**src/rtl/awg_sequence_scheduler_if.sv**
```systemverilog
// awg_sequence_scheduler_if: table-write, playback-control and step-output
// bundle between input processing (master) and the step sequencer (slave).
// Optional: AWG_SEQ_ERR_EN adds the sticky err flag.
interface awg_sequence_scheduler_if #(
  parameter int ADDR_W = 3
);
  logic              wr_en;
  logic [ADDR_W-1:0] wr_addr;
  logic [1:0]        wr_wave;
  logic [19:0]       wr_freq;
  logic [15:0]       wr_dwell;
  logic              wr_ready;
  logic              start;
  logic              stop;
  logic              loop_en;
  logic [ADDR_W:0]   num_steps;
  logic [19:0]       freq_out;
  logic [1:0]        wave_sel;
  logic [ADDR_W-1:0] step_idx;
  logic              step_strobe;
  logic              seq_active;
  logic              done;
`ifdef AWG_SEQ_ERR_EN
  logic              err;
`endif

  modport master (
    output wr_en, wr_addr, wr_wave, wr_freq, wr_dwell,
    output start, stop, loop_en, num_steps,
    input  wr_ready, freq_out, wave_sel, step_idx, step_strobe, seq_active, done
`ifdef AWG_SEQ_ERR_EN
    , input err
`endif
  );

  modport slave (
    input  wr_en, wr_addr, wr_wave, wr_freq, wr_dwell,
    input  start, stop, loop_en, num_steps,
    output wr_ready, freq_out, wave_sel, step_idx, step_strobe, seq_active, done
`ifdef AWG_SEQ_ERR_EN
    , output err
`endif
  );
endinterface

```
**src/rtl/awg_sequence_scheduler.sv**
```systemverilog
// awg_sequence_scheduler: plays a small table of {wave, freq, dwell_ms} steps,
// driving the sweep base frequency and the wave-mux select.
// Optional: define AWG_SEQ_ERR_EN to add the sticky err output.
// MS_TICKS must be at least 2.
module awg_sequence_scheduler #(
  parameter int DEPTH    = 8,
  parameter int ADDR_W   = 3,
  parameter int MS_TICKS = 100000
) (
  input  logic                    clk,
  input  logic                    rst_n,
  awg_sequence_scheduler_if.slave bus
);

  localparam int PRESC_W = (MS_TICKS > 1) ? $clog2(MS_TICKS) : 1;
  localparam logic [PRESC_W-1:0] PRESC_LAST = PRESC_W'(MS_TICKS - 1);
  localparam logic [PRESC_W-1:0] PRESC_PEN  = PRESC_W'(MS_TICKS - 2);
  localparam logic [ADDR_W:0]    DEPTH_N    = (ADDR_W + 1)'(DEPTH);

  typedef enum logic [1:0] {
    ST_IDLE  = 2'd0,
    ST_LOAD  = 2'd1,
    ST_DWELL = 2'd2
  } state_t;

  // step table
  logic [1:0]  tbl_wave_r  [DEPTH];
  logic [19:0] tbl_freq_r  [DEPTH];
  logic [15:0] tbl_dwell_r [DEPTH];

  // sequencer state and registered outputs
  state_t            state_r,     state_s;
  logic [ADDR_W-1:0] idx_r,       idx_s;
  logic [ADDR_W:0]   num_r,       num_s;
  logic [15:0]       dwell_cnt_r, dwell_cnt_s;
  logic [PRESC_W-1:0] presc_r,    presc_s;
  logic [19:0]       freq_r,      freq_s;
  logic [1:0]        wave_r,      wave_s;
  logic [ADDR_W-1:0] step_idx_r,  step_idx_s;
  logic              strobe_r,    strobe_s;
  logic              active_r,    active_s;
  logic              done_r,      done_s;
  logic              ready_r,     ready_s;

  logic              num_ok_s;
  logic              accept_s;
  logic              addr_ok_s;
  logic              wr_ok_s;
  logic              last_s;
  logic              step_end_s;
  logic              seq_end_s;
  logic [15:0]       ld_dwell_s;

  assign num_ok_s   = (bus.num_steps != {(ADDR_W + 1){1'b0}}) && (bus.num_steps <= DEPTH_N);
  assign accept_s   = (state_r == ST_IDLE) && bus.start && !bus.stop && num_ok_s;
  assign addr_ok_s  = ({1'b0, bus.wr_addr} < DEPTH_N);
  assign wr_ok_s    = bus.wr_en && ready_r && addr_ok_s;
  assign last_s     = ({1'b0, idx_r} == (num_r - {{ADDR_W{1'b0}}, 1'b1}));
  // The next LOAD cycle is part of the current step's period, so a step that
  // continues ends one tick early; a final step runs its full period so that
  // done lands where the next strobe would have.
  assign step_end_s = (dwell_cnt_r == 16'd1) && (presc_r == PRESC_PEN);
  assign seq_end_s  = (dwell_cnt_r == 16'd1) && (presc_r == PRESC_LAST);
  assign ld_dwell_s = tbl_dwell_r[idx_r];

  // Step-table write port; only accepted while the sequencer is idle.
  always_ff @(posedge clk or negedge rst_n) begin
    if (!rst_n) begin
      for (int i = 0; i < DEPTH; i++) begin
        tbl_wave_r[i]  <= 2'd0;
        tbl_freq_r[i]  <= 20'd0;
        tbl_dwell_r[i] <= 16'd0;
      end
    end else if (wr_ok_s) begin
      tbl_wave_r[bus.wr_addr]  <= bus.wr_wave;
      tbl_freq_r[bus.wr_addr]  <= bus.wr_freq;
      tbl_dwell_r[bus.wr_addr] <= bus.wr_dwell;
    end
  end

  // Next-state and next-output logic for the IDLE/LOAD/DWELL sequencer.
  always_comb begin
    state_s     = state_r;
    idx_s       = idx_r;
    num_s       = num_r;
    dwell_cnt_s = dwell_cnt_r;
    presc_s     = presc_r;
    freq_s      = freq_r;
    wave_s      = wave_r;
    step_idx_s  = step_idx_r;
    strobe_s    = 1'b0;
    active_s    = active_r;
    done_s      = 1'b0;
    case (state_r)
      ST_IDLE: begin
        if (accept_s) begin
          state_s = ST_LOAD;
          idx_s   = {ADDR_W{1'b0}};
          num_s   = bus.num_steps;
        end else begin
          state_s = ST_IDLE;
        end
      end
      ST_LOAD: begin
        if (bus.stop) begin
          state_s  = ST_IDLE;
          active_s = 1'b0;
        end else begin
          freq_s      = tbl_freq_r[idx_r];
          wave_s      = tbl_wave_r[idx_r];
          step_idx_s  = idx_r;
          strobe_s    = 1'b1;
          active_s    = 1'b1;
          dwell_cnt_s = (ld_dwell_s == 16'd0) ? 16'd1 : ld_dwell_s;
          presc_s     = {PRESC_W{1'b0}};
          state_s     = ST_DWELL;
        end
      end
      ST_DWELL: begin
        if (bus.stop) begin
          state_s  = ST_IDLE;
          active_s = 1'b0;
        end else begin
          if (presc_r == PRESC_LAST) begin
            presc_s     = {PRESC_W{1'b0}};
            dwell_cnt_s = dwell_cnt_r - 16'd1;
          end else begin
            presc_s = presc_r + PRESC_W'(1);
          end
          if (step_end_s && !(last_s && !bus.loop_en)) begin
            state_s = ST_LOAD;
            if (last_s) begin
              idx_s = {ADDR_W{1'b0}};
            end else begin
              idx_s = idx_r + ADDR_W'(1);
            end
          end else if (seq_end_s && last_s) begin
            state_s  = ST_IDLE;
            active_s = 1'b0;
            done_s   = 1'b1;
          end else begin
            state_s = ST_DWELL;
          end
        end
      end
      default: begin
        state_s  = ST_IDLE;
        active_s = 1'b0;
      end
    endcase
    ready_s = (state_s == ST_IDLE);
  end

  // Sequencer state register and registered outputs.
  always_ff @(posedge clk or negedge rst_n) begin
    if (!rst_n) begin
      state_r     <= ST_IDLE;
      idx_r       <= {ADDR_W{1'b0}};
      num_r       <= {(ADDR_W + 1){1'b0}};
      dwell_cnt_r <= 16'd0;
      presc_r     <= {PRESC_W{1'b0}};
      freq_r      <= 20'd0;
      wave_r      <= 2'd0;
      step_idx_r  <= {ADDR_W{1'b0}};
      strobe_r    <= 1'b0;
      active_r    <= 1'b0;
      done_r      <= 1'b0;
      ready_r     <= 1'b1;
    end else begin
      state_r     <= state_s;
      idx_r       <= idx_s;
      num_r       <= num_s;
      dwell_cnt_r <= dwell_cnt_s;
      presc_r     <= presc_s;
      freq_r      <= freq_s;
      wave_r      <= wave_s;
      step_idx_r  <= step_idx_s;
      strobe_r    <= strobe_s;
      active_r    <= active_s;
      done_r      <= done_s;
      ready_r     <= ready_s;
    end
  end

  assign bus.freq_out    = freq_r;
  assign bus.wave_sel    = wave_r;
  assign bus.step_idx    = step_idx_r;
  assign bus.step_strobe = strobe_r;
  assign bus.seq_active  = active_r;
  assign bus.done        = done_r;
  assign bus.wr_ready    = ready_r;

`ifdef AWG_SEQ_ERR_EN
  logic err_r;
  logic err_s;

  // Sticky request-error flag: rejected starts and writes set it, the next
  // accepted start clears it; a new error in the same cycle wins.
  assign err_s = (err_r && !accept_s)
               || (bus.wr_en && !ready_r)
               || (bus.wr_en && !addr_ok_s)
               || ((state_r == ST_IDLE) && bus.start && !bus.stop && !num_ok_s);

  // Error flag register.
  always_ff @(posedge clk or negedge rst_n) begin
    if (!rst_n) begin
      err_r <= 1'b0;
    end else begin
      err_r <= err_s;
    end
  end

  assign bus.err = err_r;
`endif

endmodule

```
**src/flat_wrapper.sv**
```systemverilog
// flat-port wrapper written by rule: the top's interface ports become plain ports
module awg_sequence_scheduler_flat 
#(
  parameter int DEPTH    = 8,
  parameter int ADDR_W   = 3,
  parameter int MS_TICKS = 100000
)
  (clk, rst_n, bus_wr_en, bus_wr_addr, bus_wr_wave, bus_wr_freq, bus_wr_dwell, bus_start, bus_stop, bus_loop_en, bus_num_steps, bus_wr_ready, bus_freq_out, bus_wave_sel, bus_step_idx, bus_step_strobe, bus_seq_active, bus_done);
  awg_sequence_scheduler_if #(.ADDR_W(ADDR_W)) bus_i ();
  input  logic clk;
  input  logic rst_n;
  input wire logic [$bits(bus_i.wr_en)-1:0] bus_wr_en;
  input wire logic [$bits(bus_i.wr_addr)-1:0] bus_wr_addr;
  input wire logic [$bits(bus_i.wr_wave)-1:0] bus_wr_wave;
  input wire logic [$bits(bus_i.wr_freq)-1:0] bus_wr_freq;
  input wire logic [$bits(bus_i.wr_dwell)-1:0] bus_wr_dwell;
  input wire logic [$bits(bus_i.start)-1:0] bus_start;
  input wire logic [$bits(bus_i.stop)-1:0] bus_stop;
  input wire logic [$bits(bus_i.loop_en)-1:0] bus_loop_en;
  input wire logic [$bits(bus_i.num_steps)-1:0] bus_num_steps;
  output wire logic [$bits(bus_i.wr_ready)-1:0] bus_wr_ready;
  output wire logic [$bits(bus_i.freq_out)-1:0] bus_freq_out;
  output wire logic [$bits(bus_i.wave_sel)-1:0] bus_wave_sel;
  output wire logic [$bits(bus_i.step_idx)-1:0] bus_step_idx;
  output wire logic [$bits(bus_i.step_strobe)-1:0] bus_step_strobe;
  output wire logic [$bits(bus_i.seq_active)-1:0] bus_seq_active;
  output wire logic [$bits(bus_i.done)-1:0] bus_done;
  assign bus_i.wr_en = bus_wr_en;
  assign bus_i.wr_addr = bus_wr_addr;
  assign bus_i.wr_wave = bus_wr_wave;
  assign bus_i.wr_freq = bus_wr_freq;
  assign bus_i.wr_dwell = bus_wr_dwell;
  assign bus_i.start = bus_start;
  assign bus_i.stop = bus_stop;
  assign bus_i.loop_en = bus_loop_en;
  assign bus_i.num_steps = bus_num_steps;
  assign bus_wr_ready = bus_i.wr_ready;
  assign bus_freq_out = bus_i.freq_out;
  assign bus_wave_sel = bus_i.wave_sel;
  assign bus_step_idx = bus_i.step_idx;
  assign bus_step_strobe = bus_i.step_strobe;
  assign bus_seq_active = bus_i.seq_active;
  assign bus_done = bus_i.done;
  awg_sequence_scheduler #(.DEPTH(DEPTH), .ADDR_W(ADDR_W), .MS_TICKS(MS_TICKS)) u_core (.clk(clk), .rst_n(rst_n), .bus(bus_i));
endmodule
```
**config.mk**
```make
export PLATFORM = sky130hd
export DESIGN_NAME = awg_sequence_scheduler_flat
export DESIGN_NICKNAME = d
export VERILOG_FILES = /design/src/rtl/awg_sequence_scheduler_if.sv /design/src/rtl/awg_sequence_scheduler.sv /design/src/flat_wrapper.sv
export SDC_FILE = /design/constraint.sdc
export NUM_CORES = 1
export LEC_CHECK = 0
export BUFFER_PORTS_ARGS = -buffer_cell sky130_fd_sc_hd__buf_4
export CORE_MARGIN = 2
export CORE_UTILIZATION = 40
export CTS_BUF_LIST = sky130_fd_sc_hd__clkbuf_8 sky130_fd_sc_hd__clkbuf_16
export CTS_CLUSTER_SIZE = 10
export DETAILED_ROUTE_END_ITERATION = 10
export SYNTH_ARGS = -nofsm -noshare
export SYNTH_HDL_FRONTEND = slang
export SYNTH_SLANG_ARGS = --single-unit
```
**constraint.sdc**
```tcl
create_clock -name clk -period 5.65 [get_ports clk]
set_clock_uncertainty 0.15 [all_clocks]
set_input_delay 0 -clock clk [delete_from_list [all_inputs] [get_ports clk]]
set_output_delay 0 -clock clk [all_outputs]
set_load 0.02 [all_outputs]
```
==> run metrics, run 1 <==
mapped cell area 17000 um2; total CTS buffers 45; Vias/cell 5.54; Synth Flop Type dfrtp_1; Core ar. 41900 um2; Post-CTS Setup Bufs 0; fmax 316 MHz; final hold vios 0; H-tree depth 2; via count 10417; IO Count 80; Critical Path Start Type register; average wire per standard cell 20.8 um; max-slew violations 0; Yosys warnings 0; vias in the first global route 10739; Power Density 516 nW/um2; initial antenna violation count 2; Max-slew headroom 28.0%; P&R area growth vs syn 17.8%; Filler cells 3631; Core Rows 75; GP Congestion 0.787; FF+latch count, synth 375; final setup vio count 0; Netlist cell types 57; CP max FO 47; VDD IR max 257 uV; Tmin final 3.16 ns; WL final 39.1 mm; FF+latch area 9390 um2; clock latency on the worst-skew pair 0.56 ns; Cell Area, Placed 18200 um2; syn nets 1255; critical path class register to register; nets 1383; CTS tree yes; Synth top area share 55.1%; syn_area_per_cell 14.2 um2; max-cap viol count 0; GRT Total Usage 18.3%; main area contributors after synthesis dfrtp_1 (55%), mux2_2 (17%), mux4_2 (10%), mux2_1 (3.8%), nand2_1 (1.6%); Initial DRT Pass Iterations 5; setup_tns 0 ns; largest area contributor in the netlist dfrtp_1; Hold Buf Count CTS 56; Reg clk slew, reported paths 0.06 ns; Final HPWL DP 22.4 mm; sequential share of the synthesized area 55.3%; status complete, no violations; root buffer cell clkbuf_16; Critical Path RT 6.00 ns; Final ANT Viol Nets 0; first-pass GRT wire length 62.7 mm; worst min-delay path class input port to register; most frequent cell after synthesis dfrtp_1; Tcrit/Tclk final 56.0%; DIE WIDTH 210 um; share of layout cells above drive strength 1 37.6%; drt drc 0; Resized Gates After CTS 0; number of synthesized flops with an enable pin 0; Buffers on Ports 79; Layout Utilization 47.7%; leakage power total 8.36 nW; CP Capture Type register; most frequent cells after synthesis dfrtp_1 (374), mux2_2 (256), mux4_2 (76); Starting DRT DRC Count 571; grt ovf 0; unrepaired setup endpoints after global routing false; final instance area 20000 um2; clock buffer depth 3; Die ar. 44100 um2; chip height 210 um; arrival time worst endpoint 3.51 ns; area of the multi-input gates 7300 um2; largest net degree at the start of global routing 181; Tightest Pin Transition 1.08 ns; Cells after Synth 1198; ys async rst share 100%; initial core utilization 40.5%; CTS sink cnt 375
[area by class of cell]
type	count	share of cell area, %
flip-flops and latches	375	47.0
multi-input cells	738	36.5
repair buffers	154	6.63
clock buffers	48	5.84
well taps	539	3.37
clock inverters	15	0.463
inverters	12	0.225
diodes	1	0.0125
[worst paths after layout]
| path | startpoint | end | slack, ns | cells after the start |
|---|---|---|---|---|
| worst max-delay path | u_core.idx_r[0] | u_core.bus.done | 2.49 | 8 |
| worst min-delay path | bus_wr_addr[2] | u_core.tbl_freq_r[120] | 0.09 | 4 |
| worst max register to register | u_core.idx_r[0] | u_core.bus.done | 2.49 | 8 |
| worst min register to register | u_core.tbl_dwell_r[62] | u_core.tbl_dwell_r[62] | 0.34 | 1 |
| max in group asynchronous | rst_n | u_core.tbl_freq_r[81] | 3.53 | 4 |
| min in group asynchronous | rst_n | u_core.dwell_cnt_r[5] | 0.41 | 3 |
[cells by family (layout without fill, tap and decap cells)]
family / after synthesis / after routing / share of synthesized area [%]
AOI/OAI and AO/OA: 115 / 115 / 4.11
xor gates and xnor gates: 10 / 10 / 0.516
adders and majority gates: 6 / 6 / 0.442
buffers and inverters: 85 / 229 / 2.06
DFF: 375 / 375 / 55.3
muxes: 405 / 405 / 31.8
other: 0 / 1 / 0
and+or+nand+nor: 202 / 202 / 5.80
[registers in the layout, summed over array words and instances, names as in the netlist]
| register | cells |
|---|---|
| u_core.bus.wave_sel | 2 |
| u_core.state_r | 2 |
| u_core.tbl_dwell_r | 128 |
| u_core.num_r | 4 |
| u_core.bus.seq_active | 1 |
| u_core.dwell_cnt_r | 16 |
| u_core.bus.freq_out | 20 |
| u_core.presc_r | 17 |
| u_core.tbl_wave_r | 16 |
| u_core.idx_r | 3 |
| u_core.bus.done | 1 |
| u_core.bus.wr_ready | 1 |
| u_core.tbl_freq_r | 160 |
| u_core.bus.step_strobe | 1 |
| u_core.bus.step_idx | 3 |
[report_power, final]
part | internal (mW) | leakage [nW] | switching, mW
clock | 1.47 | 0.661 | 1.07
sequential | 3.80 | 4.54 | 0.732
combinational | 1.88 | 3.16 | 1.38
[through the flow]
stage / worst slack (ns) / cells / power, mW / hold slack (ns)
4_1_cts: 2.52 / 1881 / 10.5 / 0.0559
6_report: 2.49 / 1882 / 10.3 / 0.0902
3_5_place_dp: 2.81 / 1762 / 7.82 / -0.0172
3_3_place_gp: 2.80 / 1762 / 7.71 / -0.0173
2_1_floorplan: 3.38 / 1198 / 6.84 / -0.446
5_1_grt: 2.28 / 1882 / 11.0 / 0.0909
[routing by layer]
layer  vias to the layer above  global-route usage, %  share of wire, %
met1                      5490                   25.4                46
li1                       4676                      -                 -
met3                        57                   2.95               4.2
met4                         2                   5.21               1.9
met5                         -                      0             0.033
met2                       192                   29.9                48
[critical path: stages, from the launching register on]
cell           delay, ns
dfrtp_4             0.41
buf_4               0.74
xnor2_1             0.14
nor2_1              0.17
nand3_1             0.16
a2111oi_0           0.49
nand2b_1            0.13
nor3_1              0.15
dlygate4sd3_1       0.57
[layout by cell type (no fill, tap or decap), types with 26 or more instances in the layout]
cell / instances
clkbuf_16: 45
o21ai_1: 30
buf_4: 96
mux4_2: 76
a31oi_1: 26
mux2_2: 256
nor2_1: 46
mux2_1: 58
nand2_1: 71
dlygate4sd3_1: 55
dfrtp_1: 371
(Power assumes the default switching activity.)
==> run 2: changes to the inputs <==
==> constraint.sdc (replaced) <==
create_clock -name clk -period 2.6 [get_ports clk]
set_clock_uncertainty 0.15 [all_clocks]
set_input_delay 0 -clock clk [delete_from_list [all_inputs] [get_ports clk]]
set_output_delay 0 -clock clk [all_outputs]
set_load 0.02 [all_outputs]
==> run 2 against run 1 <==
Net effect:
- wire length is 1.3% higher
- die area unchanged
- core utilization grew 0.85 points
- power rose by 120%
- register-to-register slack worse by 2.3 ns
- sequential cell count stayed put
- sequential share of layout area fell by 0.83 points
- final area up 1.8%
- via count down 0.11%
- critical path depth shrank 1
- worst hold slack worse by 0.070 ns
- global-route usage rose by 0.70 points
- largest power group unchanged
==> run metrics, run 2 (same netlist as run 1, synthesis figures left out) <==
drt drc 0 (unchanged); Layout Utilization 48.5% (+0.85 points); average wire per standard cell 20.9 um (+0.54%); worst min-delay path class input port to register; vias in the first global route 10981 (+2.3%); Core Rows 75 (unchanged); Max-slew headroom 59.9% (+32 points); GRT Total Usage 19.0% (+0.70 points); arrival time worst endpoint 2.83 ns (-0.68 ns); Tmin final 2.45 ns (-0.709 ns); area of the multi-input gates 7310 um2 (+0.17%); Cell Area, Placed 18600 um2 (+2.2%); CP max FO 6 (-87%); Buffers on Ports 79 (unchanged); DP Cell Count 1785 (+1.3%); CP Capture Type register; total CTS buffers 44 (-2.2%); initial antenna violation count 1 (-1); H-tree depth 2 (unchanged); hold path start bus_wr_addr[0]; Critical Path Start Type register; leakage power total 8.50 nW (+1.7%); chip height 210 um (unchanged); share of layout cells above drive strength 1 38.8% (+1.2 points); ANT cells 0 (-1); IO Count 80 (unchanged); FF+latch area 9390 um2 (unchanged); max-slew violations 0 (unchanged); WL final 39.6 mm (+1.3%); clock buffer depth 3 (unchanged); status complete, no violations; nets 1401 (+1.3%); Tcrit/Tclk final 94.4% (+38 points); unrepaired setup endpoints after global routing false; Post-Layout Cell Count 1896 (+0.74%); CTS tree yes; max-cap viol count 0 (unchanged); reg2reg start u_core.dwell_cnt_r[0]; Vias/cell 5.49 (-0.84%); final instance area 20400 um2 (+1.8%); FF-to-FF path depth 7 (-1); Hold Path End u_core.tbl_freq_r[71]; Core ar. 41900 um2 (unchanged); Tightest Pin Transition 0.599 ns (-0.481 ns); GP Congestion 0.813 (+3.2%); Die ar. 44100 um2 (unchanged); Filler cells 3626 (-0.14%); Starting DRT DRC Count 571 (unchanged); critical path class register to register; largest net degree at the start of global routing 67 (-63%); Largest register FFs 160 (unchanged); Worst Hold Depth 4 (unchanged); via count 10406 (-0.11%); Top reg by flops u_core.tbl_freq_r; Power Density 1120 nW/um2 (+120%); commonest non-fill, non-tap cell in the layout dfrtp_1; first-pass GRT wire length 65.0 mm (+3.6%); Fin Hold WS 0.0204 ns (-0.0698 ns); initial core utilization 40.5% (unchanged); Final ANT Viol Nets 0 (unchanged); VDD IR max 576 uV (+120%); final setup vio count 0 (unchanged); Final HPWL DP 23.2 mm (+3.7%); Reg2Reg Capture Point u_core.dwell_cnt_r[8]; clock latency on the worst-skew pair 0.59 ns (+0.03 ns); Reg clk slew, reported paths 0.06 ns (about the same); R2R Setup Slk 0.15 ns (-2.34 ns); DIE WIDTH 210 um (unchanged); grt ovf 0 (unchanged); P&R area growth vs syn 19.9%; Initial DRT Pass Iterations 5 (unchanged); most frequent cells in the layout dfrtp_1 (371), mux2_2 (256), buf_4 (101), mux4_2 (76), nand2_1 (71); CTS sink cnt 375 (unchanged); fmax 407 MHz (+29%); root buffer cell clkbuf_16; Critical Path RT 2.97 ns (-3.03 ns); setup_tns 0 ns (unchanged); final hold vios 0 (unchanged)
[run 2: cell count changes in the layout (fill, tap and decap cells not counted), moves of 2 or more]
| cell | change |
|---|---|
| dlygate4sd3_1 | -4 |
| buf_4 | +5 |
| nor4b_2 | +2 |
| buf_12 | +17 |
| nor4b_1 | -2 |
| clkinv_2 | -3 |
[run 2: stage by stage]
| stage | setup WS [ns] | power [mW] |
|---|---|---|
| 2_1_floorplan | 0.331 | 14.9 |
| 3_3_place_gp | 0.142 | 17.1 |
| 3_5_place_dp | 0.167 | 17.3 |
| 4_1_cts | 0.0304 | 23.0 |
| 5_1_grt | 0.00901 | 24.2 |
| 6_report | 0.146 | 22.7 |
[run 2: worst max path at each step]
stage                           from                    end  slack [ns]  cells after the start
6_report       u_core.dwell_cnt_r[0]  u_core.dwell_cnt_r[8]        0.15                      7
5_1_grt        u_core.dwell_cnt_r[7]        u_core.idx_r[1]       0.009                      5
4_1_cts            u_core.state_r[1]        u_core.num_r[1]        0.03                      4
3_5_place_dp         u_core.idx_r[1]  u_core.dwell_cnt_r[0]        0.17                      7
3_3_place_gp   u_core.dwell_cnt_r[1]        u_core.idx_r[1]        0.14                      7
2_1_floorplan  u_core.dwell_cnt_r[0]  u_core.dwell_cnt_r[8]        0.33                      7
[run 2: final cells by class]
class	count	share of cell area (%)
inverter	12	0.221
clock inverter	12	0.492
sequential	375	46.1
timing repair buffer	173	8.31
clock buffer	47	5.61
multi-input combinational	738	35.9
tap	539	3.31
[run 2: layer usage]
metal / up-vias / routed length [um] / track usage, %
li1: 4711 / - / -
met3: 66 / 1410 / 3.11
met2: 164 / 18900 / 30.7
met1: 5463 / 18400 / 26.6
met4: 2 / 872 / 5.53
met5: - / 11 / 0
[run 2: repair_timing]
| action | 4_1_cts | 5_1_grt |
|---|---|---|
| endpoints found under the setup margin | 0 | 4 |
| buffers inserted | 0 | 0 |
| hold buffers | 52 | 0 |
| endpoints found under the hold margin | 699 | 0 |
| gates resized for setup | 0 | 2 |
[run 2: worst max-delay path, cell delays in order (launching register included)]
cell,delay [ns]
dfrtp_1,0.44
inv_1,0.09
ha_1,0.17
or3b_1,0.42
or4_4,0.47
or2_1,0.27
o32ai_1,0.23
a22o_1,0.16
[run 2: report_power, final]
| group | internal (mW) | switching, mW | total (mW) |
|---|---|---|---|
| combinational | 4.32 | 3.14 | 7.46 |
| clock | 3.12 | 2.35 | 5.47 |
| sequential | 8.26 | 1.52 | 9.79 |
| total | 15.7 | 7.02 | 22.7 |
